===== src/rtl/regfile_mp.sv =====
// Parametrised multi-port register file with 1-cycle registered reads and a per-register busy scoreboard.
// Optional macro REGFILE_MP_BYPASS_EN: same-cycle write data is forwarded to matching reads.
module regfile_mp #(
    parameter int XLEN     = 32,
    parameter int NREGS    = 32,
    parameter int AW       = 5,
    parameter int NRD      = 2,
    parameter int NWR      = 1,
    parameter int ZERO_REG = 1
) (
    input  logic                clk,
    input  logic                rst_n,
    input  logic [NRD-1:0]      rd_en_i,
    input  logic [NRD*AW-1:0]   rd_addr_i,
    output logic [NRD*XLEN-1:0] rd_data_o,
    input  logic [NWR-1:0]      wr_en_i,
    input  logic [NWR*AW-1:0]   wr_addr_i,
    input  logic [NWR*XLEN-1:0] wr_data_i,
    input  logic                busy_set_i,
    input  logic [AW-1:0]       busy_set_addr_i,
    output logic [NREGS-1:0]    busy_o
);

    logic [XLEN-1:0]  regs    [NREGS];
    logic [XLEN-1:0]  rd_val  [NRD];
    logic [NREGS-1:0] busy_next;

    // Later write ports overwrite earlier ones, so the highest index wins a collision.
    always_ff @(posedge clk or negedge rst_n) begin
        if (!rst_n) begin
            for (int r = 0; r < NREGS; r++) begin
                regs[r] <= '0;
            end
        end else begin
            for (int r = 0; r < NREGS; r++) begin
                if (!(ZERO_REG != 0 && r == 0)) begin
                    for (int w = 0; w < NWR; w++) begin
                        if (wr_en_i[w] && wr_addr_i[w*AW +: AW] == AW'(r)) begin
                            regs[r] <= wr_data_i[w*XLEN +: XLEN];
                        end
                    end
                end
            end
        end
    end

    // Scanning only valid register indices makes out-of-range addresses read as 0.
    always_comb begin
        for (int p = 0; p < NRD; p++) begin
            rd_val[p] = '0;
            for (int r = 0; r < NREGS; r++) begin
                if (rd_addr_i[p*AW +: AW] == AW'(r)) begin
                    rd_val[p] = regs[r];
`ifdef REGFILE_MP_BYPASS_EN
                    for (int w = 0; w < NWR; w++) begin
                        if (wr_en_i[w] && wr_addr_i[w*AW +: AW] == AW'(r)) begin
                            rd_val[p] = wr_data_i[w*XLEN +: XLEN];
                        end
                    end
`endif
                end
            end
            if (ZERO_REG != 0 && rd_addr_i[p*AW +: AW] == '0) begin
                rd_val[p] = '0;
            end
        end
    end

    always_ff @(posedge clk or negedge rst_n) begin
        if (!rst_n) begin
            rd_data_o <= '0;
        end else begin
            for (int p = 0; p < NRD; p++) begin
                if (rd_en_i[p]) begin
                    rd_data_o[p*XLEN +: XLEN] <= rd_val[p];
                end
            end
        end
    end

    // Set is applied after clear: a newly issued producer outranks the one writing back.
    always_comb begin
        busy_next = busy_o;
        for (int r = 0; r < NREGS; r++) begin
            for (int w = 0; w < NWR; w++) begin
                if (wr_en_i[w] && wr_addr_i[w*AW +: AW] == AW'(r)) begin
                    busy_next[r] = 1'b0;
                end
            end
            if (busy_set_i && busy_set_addr_i == AW'(r)) begin
                busy_next[r] = 1'b1;
            end
        end
        if (ZERO_REG != 0) begin
            busy_next[0] = 1'b0;
        end
    end

    always_ff @(posedge clk or negedge rst_n) begin
        if (!rst_n) begin
            busy_o <= '0;
        end else begin
            busy_o <= busy_next;
        end
    end

endmodule


===== config.mk =====
export PLATFORM = sky130hd
export DESIGN_NAME = regfile_mp
export DESIGN_NICKNAME = d
export VERILOG_FILES = /design/src/rtl/regfile_mp.sv
export SDC_FILE = /design/constraint.sdc
export NUM_CORES = 2
export LEC_CHECK = 0
export ABC_AREA = 1
export BUFFER_PORTS_ARGS = -buffer_cell sky130_fd_sc_hd__buf_4
export CORE_UTILIZATION = 50
export CTS_BUF_LIST = sky130_fd_sc_hd__clkbuf_8
export CTS_CLUSTER_DIAMETER = 40
export DETAILED_ROUTE_END_ITERATION = 10
export GPL_ROUTABILITY_DRIVEN = 0
export MAX_ROUTING_LAYER = met4
export PLACE_DENSITY = 0.66
export SETUP_SLACK_MARGIN = 0.02
export SKIP_LAST_GASP = 1
export SYNTH_ARGS = -nofsm -noshare
export SYNTH_HDL_FRONTEND = slang
export SYNTH_SLANG_ARGS = --single-unit

===== constraint.sdc =====
create_clock -name clk -period 4.4 [get_ports clk]
set_input_delay 0.88 -clock clk [delete_from_list [all_inputs] [get_ports clk]]
set_output_delay 0.88 -clock clk [all_outputs]
set_load 0.03 [all_outputs]

==> metrics.log <==
INFO  metric startpoint_type = input port
INFO  metric power_leakage = 29.7 nW
INFO  metric worstMarginPinSlew = 1.31 ns
INFO  metric max-slew-margin-rel = 12.3%
INFO  metric synth_seq_area_share = 49.3%
INFO  metric grt_antenna_before_repair = 14
INFO  metric fmaxAchievable = 0.308 GHz
INFO  metric cp_cell_sequence = buf_4, inv_1, nor2_1, nand2_1, nor2_2, buf_4, a21oi_1, nand4_1, nand2_1, nand4_1, nor2_1, nand4_1, nor2_1, nand4_1, nor2_1, nand4_1, nor2_1, nand4_1, nor2_1, buf_4, nand4_1, nand2_1, nand2_1
INFO  metric avgViaCountPerCell = 5.80
INFO  metric final.min_clock_period = 3.25 ns
INFO  metric cp_num_cells = 23
INFO  metric chipWidth = 334 um
INFO  metric cts_hold_buf = 1
INFO  metric postCtsSetupBuffers = 0
INFO  metric tritoncts = yes
INFO  metric postSynthAreaPerCell = 7.15 um2
INFO  metric rsz0062_at_grt = no
INFO  metric p_total = 28.0 mW
INFO  metric cts.sink_count = 1,087
INFO  metric outcome = completed
INFO  metric synth-async-reset-ratio = 100%
INFO  metric timing.setup.critical_path_class = input port to register
INFO  metric endpoints_failing_setup = 0
INFO  metric placement.io_buffers = 152
INFO  metric ant_nets = 0
INFO  metric cpLargestDelayFamily = simple AND/OR/NAND/NOR gates
INFO  metric drt_pre_antenna_iters = 9
INFO  metric cp_data_required_time = 5.18 ns
INFO  metric floorplan.initialDensity = 50.6%
INFO  metric route.vias.total = 54,700
INFO  metric cellPowerDensity = 447 mW/mm2
INFO  metric synth_enable_flop_cells = 0
INFO  metric layout-drive-gt1-share = 9.30%
INFO  metric yosys_register_bits = 1,087
INFO  metric overflow = 0
INFO  metric global_route_wire_length_before_repair = 329 mm
INFO  metric worst_endpoint_data_arrival_time = 4.03 ns
INFO  metric crit_path_max_incr_delay = 0.36 ns
INFO  metric critical_path.max_fanout = 9
INFO  metric final_wirelength = 222 mm
INFO  metric fin_worst_skew = 0.0355 ns
INFO  metric drv_cap = 0
INFO  metric slew_violations = 0
INFO  metric hold_path_class = input port to register
INFO  metric yosys.cell_types.count = 31
INFO  metric core-area = 0.109 mm2
INFO  metric setup.worst_path.end_class = register
INFO  metric timing.final.crit_share = 73.9%
INFO  metric synth_nets = 7,780
INFO  metric final_nets = 7,858
INFO  metric drc = 0
INFO  metric cts_inserted_buffers = 192
INFO  metric wire_per_inst = 23.6 um
INFO  metric cts_root_buf = clkbuf_8
INFO  metric final.setup.tns = 0 ns
INFO  metric worst_path_cell_with_the_longest_stage_delay = nand4_1
INFO  metric gr-usage-all-layers = 40.8%
INFO  metric syn-cell-area = 0.0552 mm2
INFO  metric num_io_pins = 154
INFO  metric r2r_cells = 18
INFO  metric die-area = 0.112 mm2
INFO  metric report.final.hold_viol_count = 0
INFO  metric yosys_warnings = 32
INFO  metric cts_repair_resize_count = 0
INFO  metric reg2reg_setup_slack = 1.15 ns
INFO  metric cts.htree.levels = 4
INFO  metric floorplan.die.height = 334 um
INFO  metric clock_tree_buffer_depth = 3
INFO  metric areaGrowthSynthToFinish = 13.5%
INFO  metric worstSkewPairLatency = 0.88 ns
INFO  metric critical_path_buf_inv_count = 4
INFO  metric grt_max_degree = 137
INFO  metric mapped_cells = 7,722
INFO  metric clk_pin_slew_worst_paths = 0.06 ns
INFO  metric dr.first_iter.drc_count = 7,740
INFO  metric std_cell_rows = 121
INFO  metric holdPathStages = 2
INFO  metric post-dp-hpwl = 154 mm
INFO  metric worst_path_most_repeated_cell = nand4_1
INFO  metric ir_drop = 0.338 mV
INFO  metric grt_pass1_vias = 51,500
INFO  metric yosys_most_used_dff = dfrtp_1
==> stage by stage <==
step	worst slack (ns)	utilization (%)	instances	hold WS, ns	area (um2)
2_1_floorplan	1.52	-	7722	0.462	55200
3_3_place_gp	0.440	53.8	9081	0.465	58700
3_5_place_dp	0.424	53.8	9081	0.467	58700
4_1_cts	1.31	57.4	9422	0.221	62600
5_1_grt	0.973	57.4	9433	0.257	62700
6_report	1.15	57.4	9434	0.269	62700
==> flip-flops by register name, indices dropped and copies added (netlist names) <==
register   flops
rd_data_o     64
regs         992
busy_o        31
==> path summary, 6_finish.rpt <==
check,from,to
setup / recovery,rd_addr_i[7],rd_data_o[46]
hold / removal,busy_set_addr_i[4],busy_o[26]
setup reg to reg,regs[814],rd_data_o[14]
hold reg to reg,rd_data_o[51],rd_data_o[51]
max in group asynchronous,rst_n,rd_data_o[32]
min in group asynchronous,rst_n,regs[896]
==> placed cells by master, fill, tap and decap left out, types with 15 or more instances in the layout <==
cell type and n:
a21oi_1 188, a22o_1 19, buf_12 44, buf_4 328, clkbuf_8 238, clkinv_2 25, dfrtp_1 1087, inv_1 799
inv_2 15, nand2_1 2838, nand3_1 113, nand4_1 370, nor2_1 577, nor2_2 44, o21ai_0 1164
==> Yosys cell counts (all sizes together) (2+ instances only) <==
master	number	area share [%]
buf	48	0.48
nand2	2841	19
a21oi	188	1.7
nand3b	4	0.054
nor3	10	0.10
a32o	10	0.18
o211ai	4	0.054
nand4	370	4.2
a22o	19	0.30
or2	13	0.15
nor2	630	4.3
inv	755	5.1
dfrtp	1087	49
nor3b	2	0.027
clkinv	15	0.10
o21ai	1168	11
nand3	113	1.0
clkbuf	442	3.0
==> cells by family (layout without fill, tap and decap cells) <==
logic type,after synthesis,after routing,synth area share (%)
other,1,13,0.00679
buffers and inverters,1260,1484,8.72
DFF,1087,1087,49.3
and+or+nand+nor,3983,3983,29.2
AOI/OAI and AO/OA,1391,1391,12.9
==> worst register-to-register path, cell delays in order (launching register included) <==
cell	delay [ns]
dfrtp_1	0.44
o2111ai_1	0.33
nand4_1	0.41
nand2_1	0.15
nand4_1	0.10
nor2_1	0.12
nand4_1	0.09
nor2_1	0.17
nand4_1	0.12
nor2_1	0.13
nand4_1	0.10
nor2_1	0.24
nand4_1	0.14
nand2_1	0.26
nand3_1	0.12
nand2_1	0.08
nand2_1	0.06
nand2_1	0.06
nand2_1	0.04
==> where the power goes <==
part           leakage, nW  switching (mW)  total (mW)  internal [mW]
logic                 14.2            3.27        4.77           1.50
registers             13.3            1.45        13.5           12.1
clock network         2.25            4.43        9.71           5.27
==> area by class of cell <==
class	instances	area [um2]
clock inverter	102	662
clock buffer	238	3280
antenna	12	30.0
timing repair buffer	374	3370
tap	1476	1850
sequential	1087	27200
multi-input combinational	5375	23400
inverter	770	2890
fill	10300	46500
==> layer usage <==
metal  vias to the layer above  wire length [um]  GRT usage [%]
met5                         -                 0              -
met4                         0             10200           18.5
met3                       669             30400           13.3
met2                      3529             94900           58.2
met1                     25900             86800           52.7
li1                      24600                 -              -
(Power assumes the default switching activity.)
